[src/rtl/display_pkg.sv]
// ---------------------------------------------------------------------------
// display_pkg
// Shared definitions for the display scheduler:
//   state_t        - scheduler FSM states (IDLE, SHOW)
//   NUM_REQ        - number of message requesters
//   BCD_W          - width of one 4-digit BCD message
//   cnt_width()    - bit width needed to count 0 .. n-1 (minimum 1 bit)
//   rr_pick()      - two-requester round-robin grant selection
// ---------------------------------------------------------------------------
package display_pkg;

    typedef enum logic {
        IDLE = 1'b0,
        SHOW = 1'b1
    } state_t;

    localparam int unsigned NUM_REQ = 2;
    localparam int unsigned BCD_W   = 16;

    // Width of a counter whose values run 0 .. n-1; never narrower than 1 bit.
    function automatic int unsigned cnt_width(input int unsigned n);
        return (n <= 1) ? 1 : $clog2(n);
    endfunction

    // Round-robin pick: a lone requester always wins, and when both ask,
    // the one that did not win last time gets the grant.
    function automatic logic rr_pick(input logic [NUM_REQ-1:0] valid,
                                     input logic               last);
        case (valid)
            2'b01:   return 1'b0;
            2'b10:   return 1'b1;
            2'b11:   return ~last;
            default: return 1'b0;
        endcase
    endfunction

endpackage

[src/rtl/ms_tick_gen.sv]
// ---------------------------------------------------------------------------
// ms_tick_gen
// Free-running divider producing a one-cycle tick every CLK_DIV clocks.
// Ports:
//   i_clk   - system clock (rising edge)
//   i_reset - synchronous active-high reset, counter to 0
//   clear   - restart the count from 0 on the next edge
//   tick    - high while the counter sits at CLK_DIV-1
// ---------------------------------------------------------------------------
module ms_tick_gen #(
    parameter int unsigned CLK_DIV = 100000
) (
    input  logic i_clk,
    input  logic i_reset,
    input  logic clear,
    output logic tick
);
    import display_pkg::*;

    localparam int unsigned      CNT_W = cnt_width(CLK_DIV);
    localparam logic [CNT_W-1:0] LAST  = CNT_W'(CLK_DIV - 1);

    logic [CNT_W-1:0] cnt_q, cnt_d;

    assign tick = (cnt_q == LAST);

    // The counter wraps on the tick cycle itself, so it never exceeds LAST.
    always_comb begin
        cnt_d = cnt_q + 1'b1;
        if (clear || tick) begin
            cnt_d = '0;
        end
    end

    always_ff @(posedge i_clk) begin
        if (i_reset) begin
            cnt_q <= '0;
        end else begin
            cnt_q <= cnt_d;
        end
    end

endmodule

[src/rtl/display_scheduler.sv]
// ---------------------------------------------------------------------------
// display_scheduler
// Shares one 4-digit seven-segment display between two message requesters.
// A round-robin arbiter accepts one message at a time; the accepted message
// is held on the display for DWELL_MS milliseconds (CLK_DIV clocks per ms).
// Ports:
//   i_clk        - system clock (rising edge)
//   i_reset      - synchronous active-high reset
//   i_req_valid  - per-requester message valid
//   i_req_bcd    - per-requester BCD message, requester n at [16n+15:16n]
//   o_req_ready  - per-requester accept strobe (combinational, IDLE only)
//   o_bcd        - BCD word for the seven-segment driver
//   o_owner      - one-hot owner of the displayed message during a dwell
//   o_busy       - high while a dwell is in progress
// ---------------------------------------------------------------------------
module display_scheduler
    import display_pkg::*;
#(
    parameter int unsigned CLK_DIV  = 100000,
    parameter int unsigned DWELL_MS = 2000
) (
    input  logic                     i_clk,
    input  logic                     i_reset,
    input  logic [NUM_REQ-1:0]       i_req_valid,
    input  logic [NUM_REQ*BCD_W-1:0] i_req_bcd,
    output logic [NUM_REQ-1:0]       o_req_ready,
    output logic [BCD_W-1:0]         o_bcd,
    output logic [NUM_REQ-1:0]       o_owner,
    output logic                     o_busy
);

    localparam int unsigned        DWELL_W    = cnt_width(DWELL_MS);
    localparam logic [DWELL_W-1:0] DWELL_LOAD = DWELL_W'(DWELL_MS - 1);

    state_t               state_q, state_d;
    logic [DWELL_W-1:0]   dwell_q, dwell_d;
    logic [BCD_W-1:0]     bcd_q,   bcd_d;
    logic [NUM_REQ-1:0]   owner_q, owner_d;
    logic                 last_q,  last_d;

    logic                 grant;
    logic [NUM_REQ-1:0]   grant_oh;
    logic                 xfer;
    logic                 ms_tick;

    ms_tick_gen #(
        .CLK_DIV (CLK_DIV)
    ) u_tick (
        .i_clk   (i_clk),
        .i_reset (i_reset),
        .clear   (xfer),
        .tick    (ms_tick)
    );

    // Arbiter: grant is offered only in IDLE and never while reset is high,
    // so a reset arriving together with a request cannot complete a transfer.
    always_comb begin
        grant              = rr_pick(i_req_valid, last_q);
        grant_oh           = '0;
        grant_oh[grant]    = 1'b1;
        o_req_ready        = '0;
        if ((state_q == IDLE) && !i_reset && (|i_req_valid)) begin
            o_req_ready = grant_oh;
        end
    end

    assign xfer = |(i_req_valid & o_req_ready);

    always_comb begin
        state_d = state_q;
        dwell_d = dwell_q;
        bcd_d   = bcd_q;
        owner_d = owner_q;
        last_d  = last_q;
        unique case (state_q)
            IDLE: begin
                if (xfer) begin
                    state_d = SHOW;
                    dwell_d = DWELL_LOAD;
                    bcd_d   = grant ? i_req_bcd[2*BCD_W-1:BCD_W]
                                    : i_req_bcd[BCD_W-1:0];
                    owner_d = grant_oh;
                    last_d  = grant;
                end
            end
            SHOW: begin
                // The dwell counter is loaded with DWELL_MS-1, so the tick
                // that finds it at zero is the DWELL_MS-th tick of the dwell.
                if (ms_tick) begin
                    if (dwell_q == '0) begin
                        state_d = IDLE;
                        owner_d = '0;
                    end else begin
                        dwell_d = dwell_q - 1'b1;
                    end
                end
            end
            default: begin
                state_d = IDLE;
                owner_d = '0;
            end
        endcase
    end

    always_ff @(posedge i_clk) begin
        if (i_reset) begin
            state_q <= IDLE;
            dwell_q <= '0;
            bcd_q   <= '0;
            owner_q <= '0;
            last_q  <= 1'b1;
        end else begin
            state_q <= state_d;
            dwell_q <= dwell_d;
            bcd_q   <= bcd_d;
            owner_q <= owner_d;
            last_q  <= last_d;
        end
    end

    // The displayed word goes straight to the segment driver; it keeps the
    // last message after the dwell ends.
    assign o_bcd   = bcd_q;
    assign o_owner = owner_q;
    assign o_busy  = (state_q == SHOW);

endmodule

[config.mk]
export PLATFORM = sky130hd
export DESIGN_NAME = display_scheduler
export DESIGN_NICKNAME = d
export VERILOG_FILES = /design/src/rtl/display_pkg.sv /design/src/rtl/ms_tick_gen.sv /design/src/rtl/display_scheduler.sv
export SDC_FILE = /design/constraint.sdc
export NUM_CORES = 1
export LEC_CHECK = 0
export ABC_AREA = 0
export BUFFER_PORTS_ARGS = -buffer_cell sky130_fd_sc_hd__buf_2
export CAP_MARGIN = 5
export CORE_MARGIN = 4
export CORE_UTILIZATION = 49
export CTS_BUF_LIST = sky130_fd_sc_hd__clkbuf_4
export CTS_CLUSTER_SIZE = 8
export DETAILED_ROUTE_END_ITERATION = 7
export PLACE_DENSITY = 0.74
export REMOVE_ABC_BUFFERS = 1
export SYNTH_ARGS = -nofsm -noshare
export SYNTH_HDL_FRONTEND = slang
export SYNTH_SLANG_ARGS = --single-unit
[constraint.sdc]
create_clock -name i_clk -period 1.8 [get_ports i_clk]
set_input_delay 0.09 -clock i_clk [delete_from_list [all_inputs] [get_ports i_clk]]
set_output_delay 0.09 -clock i_clk [all_outputs]
set_load 0.05 [all_outputs]
==> flow_metrics.env, run 1 <==
export IMPL_outcome="finished, violations left"
export IMPL_violations="setup timing"
export IMPL_initial_core_util=0.5120
export IMPL_critPathLaunchType="register"
export IMPL_grt_pass1_vias=1960
export IMPL_regToRegEndpoint="dwell_q[7]"
export IMPL_yosys_cell_count_top_type="dfxtp_1"
export IMPL_yosysWarnings=0
export IMPL_reg2regPathDepth=8
export IMPL_post_route_min_period_ns=1.834
export IMPL_use_met1=0.2321
export IMPL_synth_edff_count=0
export IMPL_critPathKind="register to register"
export IMPL_via_count=2126
export IMPL_grtUsageTotal=0.1975
export IMPL_cp_required_ns=2.10
export IMPL_ys_seq_elements=48
export IMPL_fin_nets=379
export IMPL_drtIter0Drc=53
export IMPL_cp_data_arrival_time_ns=2.13
export IMPL_die_h_um=75.68
export IMPL_gr_usage_met3=0.06992
export IMPL_clockBufferDepth=2
export IMPL_drive_gt1_frac=0.3988
export IMPL_p_leak_nw=1.309
export IMPL_min_delay_start="i_req_bcd[2]"
export IMPL_dieWidth_um=75.68
export IMPL_fin_ws_ns=-0.03386
export IMPL_avgSynthCellArea_um2=9.162
export IMPL_grt_busiest_layer="met2"
export IMPL_synth_main_ff_cell="dfxtp_1"
export IMPL_fin_skew_ns=0.01103
export IMPL_synth_top_family_by_area="simple AND/OR/NAND/NOR gates"
export IMPL_reg2reg_slack_ns=-0.03
export IMPL_synth_top_area_frac=0.4281
export IMPL_holdPathEnd="o_bcd[2]"
export IMPL_drt_first_pass_iters=4
export IMPL_clockRootBuffer="clkbuf_4"
export IMPL_port_buffers=56
export IMPL_timing_hold_ws_ns=0.03789
export IMPL_routedWlPerCell_um=13.58
export IMPL_grt_pass1_wl_um=8680
export IMPL_setup_violations=1
export IMPL_syn_inst=245
export IMPL_synth_xor_area_frac=0.06243
export IMPL_p_per_area_nw_per_um2=822.9
export IMPL_synthAdderAreaFrac=0.01672
export IMPL_min_delay_path_class="primary input to register"
export IMPL_coreArea_um2=4384
export IMPL_area_growth_pct=35.95
export IMPL_place_gp_congestion=0.8596
export IMPL_reg2reg_from="dwell_q[0]"
export IMPL_grt_max_degree=32
export IMPL_hold_viol=0
export IMPL_postCtsHoldBufs=0
export IMPL_syn_area_um2=2245
export IMPL_cts_tree="built"
export IMPL_synth_async_reset_ratio=0
export IMPL_yosys_area_share_simple=0.2341
export IMPL_cp_max_fo=7
export IMPL_min_period_over_period=1.019
export IMPL_cts_made_buffers=5
export IMPL_clock_sinks=48
export IMPL_tightest_slew_ns=0.4253
export IMPL_yosys_area_top_type="dfxtp_1"
export IMPL_insertion_delay_ns=0.37
export IMPL_synth_area_leaders="dfxtp_1 (43%), nor2_1 (7.2%), mux2i_1 (7.1%)"
export IMPL_clkTransAtPathRegs_ns=0.14
export IMPL_final_antenna_net_count=0
export IMPL_end_kind="register"
export IMPL_drc=0
export IMPL_synth_area_mux_share=0.07135
export IMPL_synth_cell_types=44
export IMPL_via_per_inst=5.410
export IMPL_grtUsageMet2=0.3337
export IMPL_path_cells="inv_2 -> ha_2 -> nor3b_4 -> a31oi_1 -> buf_4 -> o22ai_4 -> or4b_1 -> a31oi_1"
export IMPL_synth_compound_area_share=0.1494
export IMPL_num_io_pins=57
export IMPL_antenna_found_initial=0
export IMPL_rsz0062_at_grt="yes"
export IMPL_slew_viol_final=0
export IMPL_drt_total_wl_um=5335
export IMPL_ir_drop_uv=438.1
export IMPL_num_antenna_cells=0
export IMPL_h_tree_depth=2
export IMPL_maxSlewHeadroom=0.7143
export IMPL_crit_path_frequent_cell="a31oi_1"
export IMPL_synthTopCellsByCount="dfxtp_1 (48), nor2_1 (43), a211oi_1 (18), mux2i_1 (16), xor2_1 (13)"
export IMPL_rows=24
export IMPL_hold_path_cell_count=3
export IMPL_drv_cap=0
export IMPL_yosysSeqAreaShare=0.4281
export IMPL_max_freq_mhz=545.3
export IMPL_place_hpwl_um=3858
export IMPL_dieArea_um2=5727
export IMPL_cpMaxStageDelayCell="or4b_1"
export IMPL_dp_slack_ns=-0.08854
export IMPL_grt_overflow=0
export IMPL_crit_path_max_incr_delay_ns=0.53
timing repair:
action                     4_1_cts  5_1_grt
gates resized for setup         13       17
setup endpoints to repair       10       16
buffers inserted                 4        1
pin swaps                        7       10
stage by stage:
step	power, mW	area [um^2]	setup TNS (ns)	std cells	utilization
global route	2.640	3052	-0.5209	393	0.6961
detailed placement	1.825	2838	-0.2130	380	0.6473
floorplan	1.581	2175	-28.70	231	-
global placement	1.813	2838	-0.01825	380	0.6473
CTS	2.480	2978	0	392	0.6792
finish	2.511	3052	-0.03386	393	0.6961
metal layers:
layer	up-vias	share of wire
met5	-	0
met3	5	0.084
met4	0	0.013
met2	77	0.49
li1	1081	-
met1	963	0.41
kinds of logic (layout without fill, tap and decap cells):
logic type | Yosys count | after routing
AOI/OAI and AO/OA | 45 | 45
DFF | 48 | 48
adders and majority gates | 3 | 3
and+or+nand+nor | 99 | 99
buffers and inverters | 18 | 114
xor gates and xnor gates | 16 | 16
muxes | 16 | 16
registers in the layout (all words and copies together), names as in the netlist:
name and flops:
o_bcd 16, dwell_q 11, last_q 1, o_owner 2, o_busy 1, u_tick.cnt_q 17
how the worst max path moves through the flow:
stage                          from              to  slack, ns  cells past startpoint
finish                   dwell_q[0]      dwell_q[7]      -0.03                      8
global route             dwell_q[0]      dwell_q[7]      -0.11                      8
CTS                          o_busy  o_req_ready[0]      0.002                      3
detailed placement  u_tick.cnt_q[0]      dwell_q[7]      -0.09                      6
global placement    u_tick.cnt_q[0]      dwell_q[7]      -0.02                      6
floorplan                    last_q      o_owner[0]      -1.51                      4
layout make-up:
class,count,area [um^2]
clock buffer,5,37.54
clock inverter,3,42.54
fill,342,1333
inverter,4,15.01
multi-input combinational,179,1281
sequential,48,968.4
tap,52,65.06
timing repair buffer,102,641.9
critical path: cells and delay by family (launching register included):
kind,cells,cell delay (ns)
AOI/OAI and AO/OA,3,0.38
adders and majority gates,1,0.16
buffers and inverters,2,0.20
DFF,1,0.36
and+or+nand+nor,2,0.67
layout by cell type, fill, tap and decap left out, types with 4 or more instances in the layout:
master and count:
buf_2 54, buf_4 45, nand3_1 8, or3_1 4
nor2_1 43, xor2_1 13, clkbuf_4 5, nor3_1 6
mux2i_1 16, nand4_1 5, a21oi_1 5, a31oi_1 6
dfxtp_1 42, a211oi_1 17, nand2_1 10, dfxtp_2 6
power breakdown:
part | total [mW] | internal (mW) | switching (mW)
registers | 1.18 | 1.13 | 0.0481
logic | 0.698 | 0.292 | 0.406
clock network | 0.633 | 0.291 | 0.342
(Power assumes the default switching activity.)
==> run 2, diff against run 1 <==
--- a/config.mk
+++ b/config.mk
@@ -9,11 +9,12 @@
 export BUFFER_PORTS_ARGS = -buffer_cell sky130_fd_sc_hd__buf_2
 export CAP_MARGIN = 5
 export CORE_MARGIN = 4
-export CORE_UTILIZATION = 49
+export CORE_UTILIZATION = 50
 export CTS_BUF_LIST = sky130_fd_sc_hd__clkbuf_4
 export CTS_CLUSTER_SIZE = 8
 export DETAILED_ROUTE_END_ITERATION = 7
-export PLACE_DENSITY = 0.74
+export MAX_ROUTING_LAYER = met4
+export PLACE_DENSITY = 0.72
 export REMOVE_ABC_BUFFERS = 1
 export SYNTH_ARGS = -nofsm -noshare
 export SYNTH_HDL_FRONTEND = slang
==> constraint.sdc (replaced) <==
create_clock -name i_clk -period 1.85 [get_ports i_clk]
set_input_delay 0.0925 -clock i_clk [delete_from_list [all_inputs] [get_ports i_clk]]
set_output_delay 0.0925 -clock i_clk [all_outputs]
set_load 0.05 [all_outputs]
==> run 2 against run 1 <==
Against the previous run:
- the run now ends clean
- final area shrank 3.9%
- non-clock buffer count shrank 11
- critical path depth unchanged
- worst setup slack improved by 0.070 ns
- cell count down 2.8%
- highest routed layer unchanged
==> flow_metrics.env, run 2 (same netlist as run 1, synthesis figures left out) <==
export IMPL_antenna_found_initial=0
export IMPL_via_count=2074
export IMPL_layout_commonest_cell="buf_2"
export IMPL_largest_reg_flops=17
export IMPL_num_io_pins=57
export IMPL_cts_made_buffers=5
export IMPL_end_kind="register"
export IMPL_drt_total_wl_um=5041
export IMPL_p_int_mw=1.633
export IMPL_drive_gt1_frac=0.3667
export IMPL_tightest_slew_ns=0.4494
export IMPL_slew_viol_final=0
export IMPL_drc=0
export IMPL_fin_nets=368
export IMPL_drtIter0Drc=100
export IMPL_cp_data_arrival_time_ns=2.11
export IMPL_min_delay_path_class="primary input to register"
export IMPL_worstPathBufferInverterCount=2
export IMPL_setup_violations=0
export IMPL_rows=24
export IMPL_regMostFlops="u_tick.cnt_q"
export IMPL_num_antenna_cells=0
export IMPL_fin_skew_ns=0.009021
export IMPL_hold_viol=0
export IMPL_place_hpwl_um=3793
export IMPL_timing_hold_ws_ns=0.04108
export IMPL_path_cells="inv_1 -> ha_1 -> nor3b_2 -> a31oi_1 -> buf_4 -> o22ai_4 -> or4b_4 -> a31oi_1"
export IMPL_place_inst=373
export IMPL_drv_cap=0
export IMPL_combPwrFrac=0.262
export IMPL_grt_max_degree=32
export IMPL_port_buffers=56
export IMPL_dieArea_um2=5625
export IMPL_clock_power_share=0.258
export IMPL_insertion_delay_ns=0.37
export IMPL_clockBufferDepth=2
export IMPL_p_sw_frac=0.3150
export IMPL_cts_tree="built"
export IMPL_p_switching_mw=0.7510
export IMPL_min_period_over_period=0.9803
export IMPL_fill_cells=365
export IMPL_p_leak_nw=1.247
export IMPL_coreArea_um2=4354
export IMPL_grt_pass1_vias=1994
export IMPL_max_freq_mhz=551.4
export IMPL_drt_first_pass_iters=4
export IMPL_routedWlPerCell_um=13.20
export IMPL_post_route_min_period_ns=1.814
export IMPL_fin_tns_setup_ns=0
export IMPL_p_per_area_nw_per_um2=813.3
export IMPL_layout_cells_non_filler=382
export IMPL_critPathKind="register to register"
export IMPL_place_gp_congestion=0.8245
export IMPL_ir_drop_uv=605.6
export IMPL_rsz0062_at_grt="yes"
export IMPL_die_h_um=75
export IMPL_seq_power_share=0.481
export IMPL_area_growth_pct=30.60
export IMPL_h_tree_depth=2
export IMPL_final_cell_mix="buf_2 (55), dfxtp_1 (44), nor2_1 (43)"
export IMPL_final_antenna_net_count=0
export IMPL_crit_path_frequent_cell="a31oi_1"
export IMPL_cpMaxStageDelayCell="or4b_4"
export IMPL_outcome="finished, final reports clean"
export IMPL_clock_sinks=48
export IMPL_grt_pass1_wl_um=8666
export IMPL_cp_max_fo=6
export IMPL_crit_path_max_incr_delay_ns=0.52
export IMPL_grtUsageTotal=0.2076
export IMPL_clkTransAtPathRegs_ns=0.14
export IMPL_path_delay_family="simple AND/OR/NAND/NOR gates"
export IMPL_via_per_inst=5.429
export IMPL_initial_core_util=0.5155
export IMPL_critPathLaunchType="register"
export IMPL_dieWidth_um=75
export IMPL_cp_required_ns=2.15
export IMPL_clockRootBuffer="clkbuf_4"
export IMPL_postCtsHoldBufs=0
export IMPL_maxSlewHeadroom=0.6993
export IMPL_grt_overflow=0
[run 2: cell count changes in the layout (fill, tap and decap cells not counted), sizes merged]
cell / before / now
clkinvlp: 0 / 1
clkinv: 2 / 1
buf: 102 / 91
[run 2: layout make-up]
class | instances | area (um^2) | area share
multi-input cells | 179 | 1256 | 0.4285
flip-flops and latches | 48 | 965.9 | 0.3295
repair buffers | 91 | 549.3 | 0.1874
well taps | 52 | 65.06 | 0.02219
clock inverters | 3 | 42.54 | 0.01451
clock buffers | 5 | 37.54 | 0.01280
inverters | 4 | 15.01 | 0.005122
[run 2: per-stage QoR]
stage | setup slack, ns | utilization | instance area [um^2] | total power, mW
2_1_floorplan | -1.461 | - | 2175 | 1.538
3_3_place_gp | 0.03481 | 0.6397 | 2785 | 1.752
3_5_place_dp | -0.02149 | 0.6397 | 2785 | 1.764
4_1_cts | 0.003429 | 0.6609 | 2878 | 2.385
5_1_grt | -0.03539 | 0.6733 | 2932 | 2.512
6_report | 0.03642 | 0.6733 | 2932 | 2.384
[run 2: worst paths after layout]
kind         depth (start not counted)    startpoint          to  slack [ns]
min                                  3  i_req_bcd[9]    o_bcd[9]        0.04
max                                  8    dwell_q[0]  dwell_q[7]        0.04
max reg2reg                          8    dwell_q[0]  dwell_q[7]        0.04
min reg2reg                          2     o_bcd[10]   o_bcd[10]        0.51
[run 2: power by group through the flow]
| stage | logic [mW] | registers [mW] | clock network, mW |
|---|---|---|---|
| final | 0.624 | 1.15 | 0.614 |
| after global routing | 0.682 | 1.15 | 0.676 |
| after CTS | 0.605 | 1.14 | 0.637 |
| after detailed placement | 0.601 | 1.16 | 0 |
| after global placement | 0.591 | 1.16 | 0 |
| after floorplan | 0.252 | 1.29 | 0 |
[run 2: routing by layer]
metal | GRT usage | share of wire | vias to the layer above
met3 | 0.06542 | 0.059 | 8
met4 | 0.07510 | 0.018 | 0
li1 | - | - | 1060
met5 | - | 0 | -
met1 | 0.2619 | 0.47 | 949
met2 | 0.3114 | 0.45 | 57
[run 2: worst register-to-register path: cells and delay by family (launching register included)]
| family | cells | cell delay [ns] |
|---|---|---|
| compound gates | 3 | 0.34 |
| fa+ha+maj | 1 | 0.18 |
| buf+inv | 2 | 0.20 |
| flops | 1 | 0.35 |
| simple gates | 2 | 0.67 |
[run 2: timing repair]
item,4_1_cts,5_1_grt
resized for setup,6,12
hold endpoints to repair,0,0
pin swaps,0,6
buffers inserted,0,1
setup endpoints to repair,6,10
==> run 3, diff against run 2 <==
--- a/config.mk
+++ b/config.mk
@@ -5,7 +5,7 @@
 export SDC_FILE = /design/constraint.sdc
 export NUM_CORES = 1
 export LEC_CHECK = 0
-export ABC_AREA = 0
+export ABC_AREA = 1
 export BUFFER_PORTS_ARGS = -buffer_cell sky130_fd_sc_hd__buf_2
 export CAP_MARGIN = 5
 export CORE_MARGIN = 4
@@ -14,7 +14,7 @@
 export CTS_CLUSTER_SIZE = 8
 export DETAILED_ROUTE_END_ITERATION = 7
 export MAX_ROUTING_LAYER = met4
-export PLACE_DENSITY = 0.72
+export PLACE_DENSITY = 0.71
 export REMOVE_ABC_BUFFERS = 1
 export SYNTH_ARGS = -nofsm -noshare
 export SYNTH_HDL_FRONTEND = slang
==> constraint.sdc (replaced) <==
create_clock -name i_clk -period 1.8 [get_ports i_clk]
set_input_delay 0.09 -clock i_clk [delete_from_list [all_inputs] [get_ports i_clk]]
set_output_delay 0.09 -clock i_clk [all_outputs]
set_load 0.05 [all_outputs]
==> run 3 against run 2 <==
Against the previous run:
- utilization decreased by 0.75 points
- clock power decreased by 26%
- clock skew increased by 0.0046 ns
- maximum frequency increased by 5.5%
- register-to-register slack improved by 0.04 ns
==> flow_metrics.env, run 3 <==
export IMPL_outcome="finished, final reports clean"
export IMPL_cp_data_arrival_time_ns=2.03
export IMPL_p_leak_nw=1.277
export IMPL_min_delay_start="i_req_bcd[7]"
export IMPL_post_route_min_period_ns=1.719
export IMPL_p_switching_mw=1.100
export IMPL_p_per_area_nw_per_um2=881.6
export IMPL_setup_violations=0
export IMPL_synth_edff_count=0
export IMPL_reg2regPathDepth=6
export IMPL_holdPathEnd="o_bcd[7]"
export IMPL_place_gp_congestion=0.8829
export IMPL_dieArea_um2=6100
export IMPL_ys_seq_elements=48
export IMPL_critPathKind="register to register"
export IMPL_final_antenna_net_count=0
export IMPL_min_period_over_period=0.9550
export IMPL_synth_top_family_by_area="simple AND/OR/NAND/NOR gates"
export IMPL_cp_required_ns=2.11
export IMPL_cp_max_fo=22
export IMPL_synth_cell_types=31
export IMPL_drive_gt1_frac=0.2339
export IMPL_num_io_pins=57
export IMPL_slew_viol_final=0
export IMPL_p_int_mw=1.691
export IMPL_hold_path_cell_count=3
export IMPL_area_growth_pct=28.82
export IMPL_synth_area_mux_share=0
export IMPL_drc=0
export IMPL_synth_main_ff_cell="dfxtp_1"
export IMPL_dp_slack_ns=0.1595
export IMPL_combPwrFrac=0.384
export IMPL_yosysSeqAreaShare=0.3910
export IMPL_layout_commonest_cell="nand2_1"
export IMPL_yosysWarnings=0
export IMPL_clockRootBuffer="clkbuf_4"
export IMPL_maxSlewHeadroom=0.6730
export IMPL_min_delay_path_class="primary input to register"
export IMPL_drtIter0Drc=190
export IMPL_regMostFlops="u_tick.cnt_q"
export IMPL_fin_ws_ns=0.08092
export IMPL_grt_overflow=0
export IMPL_synthTopCellsByCount="nand2_1 (105), dfxtp_1 (48), nor2_1 (32), nand3_1 (30), inv_1 (28)"
export IMPL_ir_drop_uv=544.9
export IMPL_max_freq_mhz=581.7
export IMPL_syn_area_um2=2457
export IMPL_synth_top_area_frac=0.3910
export IMPL_tightest_slew_ns=0.4868
export IMPL_seq_power_share=0.452
export IMPL_routedWlPerCell_um=12.85
export IMPL_grt_pass1_wl_um=10740
export IMPL_avgSynthCellArea_um2=7.102
export IMPL_critPathLaunchType="register"
export IMPL_die_h_um=78.11
export IMPL_multiInputGateArea_um2=1309
export IMPL_yosys_area_top_type="dfxtp_1"
export IMPL_drt_first_pass_iters=5
export IMPL_p_sw_frac=0.3940
export IMPL_place_inst=460
export IMPL_grtUsageTotal=0.2202
export IMPL_end_kind="register"
export IMPL_grt_max_degree=32
export IMPL_synth_compound_area_share=0.1069
export IMPL_hold_viol=0
export IMPL_largest_reg_flops=17
export IMPL_synth_async_reset_ratio=0
export IMPL_num_antenna_cells=0
export IMPL_drt_total_wl_um=6466
export IMPL_synth_xor_area_frac=0.01782
export IMPL_place_hpwl_um=3765
export IMPL_clockBufferDepth=2
export IMPL_insertion_delay_ns=0.36
export IMPL_clock_power_share=0.163
export IMPL_coreArea_um2=4755
export IMPL_fin_skew_ns=0.01357
export IMPL_syn_inst=346
export IMPL_layout_cells_non_filler=503
export IMPL_synth_area_leaders="dfxtp_1 (39%), nand2_1 (16%), nand3_1 (6.1%)"
export IMPL_dieWidth_um=78.11
export IMPL_rows=25
export IMPL_cts_made_buffers=5
export IMPL_synthAdderAreaFrac=0.01527
export IMPL_grt_pass1_vias=2370
export IMPL_antenna_found_initial=0
export IMPL_fin_nets=475
export IMPL_yosys_area_share_simple=0.3870
export IMPL_reg2reg_slack_ns=0.08
export IMPL_reg2reg_from="o_busy"
export IMPL_fill_cells=390
export IMPL_clkTransAtPathRegs_ns=0.14
export IMPL_register_area_um2=962.2
export IMPL_via_count=2578
export IMPL_regToRegEndpoint="o_bcd[8]"
export IMPL_cts_tree="built"
export IMPL_h_tree_depth=2
export IMPL_port_buffers=56
export IMPL_drv_cap=0
export IMPL_via_per_inst=5.125
export IMPL_yosys_cell_count_top_type="nand2_1"
export IMPL_final_cell_mix="nand2_1 (105), buf_2 (55), dfxtp_1 (47)"
export IMPL_clock_sinks=48
export IMPL_initial_core_util=0.5168
## run 3: area by class of cell
class	instances	area share
Tap cell	67	0.02648
Inverter	30	0.03557
Timing Repair Buffer	95	0.2063
Clock buffer	5	0.01186
Sequential cell	48	0.3040
Clock inverter	2	0.002372
Multi-Input combinational cell	256	0.4134
## run 3: cell families after synthesis
family | after synthesis
AND/OR/NAND/NOR | 203
flip-flops | 48
AO/OA/AOI/OAI | 45
buffers and inverters | 42
XOR/XNOR | 5
adder cells (fa/ha/maj) | 3
## run 3: worst max-delay path by stage
stage | depth (start not counted) | start | endpoint | slack (ns)
floorplan | 6 | o_busy | dwell_q[10] | -0.07
global placement | 10 | dwell_q[0] | dwell_q[10] | 0.22
detailed placement | 10 | dwell_q[0] | dwell_q[10] | 0.16
CTS | 6 | o_busy | o_bcd[8] | 0.03
global route | 6 | o_busy | o_bcd[8] | -0.04
finish | 6 | o_busy | o_bcd[8] | 0.08
## run 3: power groups by stage
stage	Sequential, mW	Clock [mW]	Combinational [mW]
after floorplan	1.40	0	0.615
after global placement	1.28	0	0.971
after detailed placement	1.28	0	0.985
after CTS	1.26	0.471	1.04
after global routing	1.28	0.515	1.22
final	1.26	0.456	1.07
## run 3: routing by layer
layer / GRT usage / wire [um]
met1: 0.2794 / 2866
met2: 0.3433 / 2921
met3: 0.05046 / 506
met4: 0.08217 / 172
met5: - / 0
## run 3: repair_timing
| item | 4_1_cts | 5_1_grt |
|---|---|---|
| hold buffers | 31 | 0 |
| setup endpoints to repair | 1 | 14 |
| hold endpoints to repair | 16 | 0 |
| resized for setup | 0 | 4 |
| buffers inserted | 1 | 4 |
| pin swaps | 1 | 1 |
## run 3: per-stage QoR
stage | total power [mW] | area (um^2) | setup TNS (ns) | hold WS (ns) | utilization
floorplan | 2.018 | 2369 | -0.5291 | 0.1524 | -
global placement | 2.254 | 2755 | 0 | 0.3469 | 0.5795
detailed placement | 2.265 | 2755 | 0 | 0.3584 | 0.5795
CTS | 2.774 | 3118 | 0 | 0.0004327 | 0.6558
global route | 3.012 | 3166 | -0.03658 | 0.008242 | 0.6658
finish | 2.791 | 3166 | 0 | 0.03004 | 0.6658
## run 3: critical path: stages, from the launching register on
cell and delay, ns:
dfxtp_1 0.34, inv_2 0.13, nand2_8 0.15, nor2_4 0.24, nand2_1 0.10, a31oi_1 0.15, dlygate4sd3_1 0.56
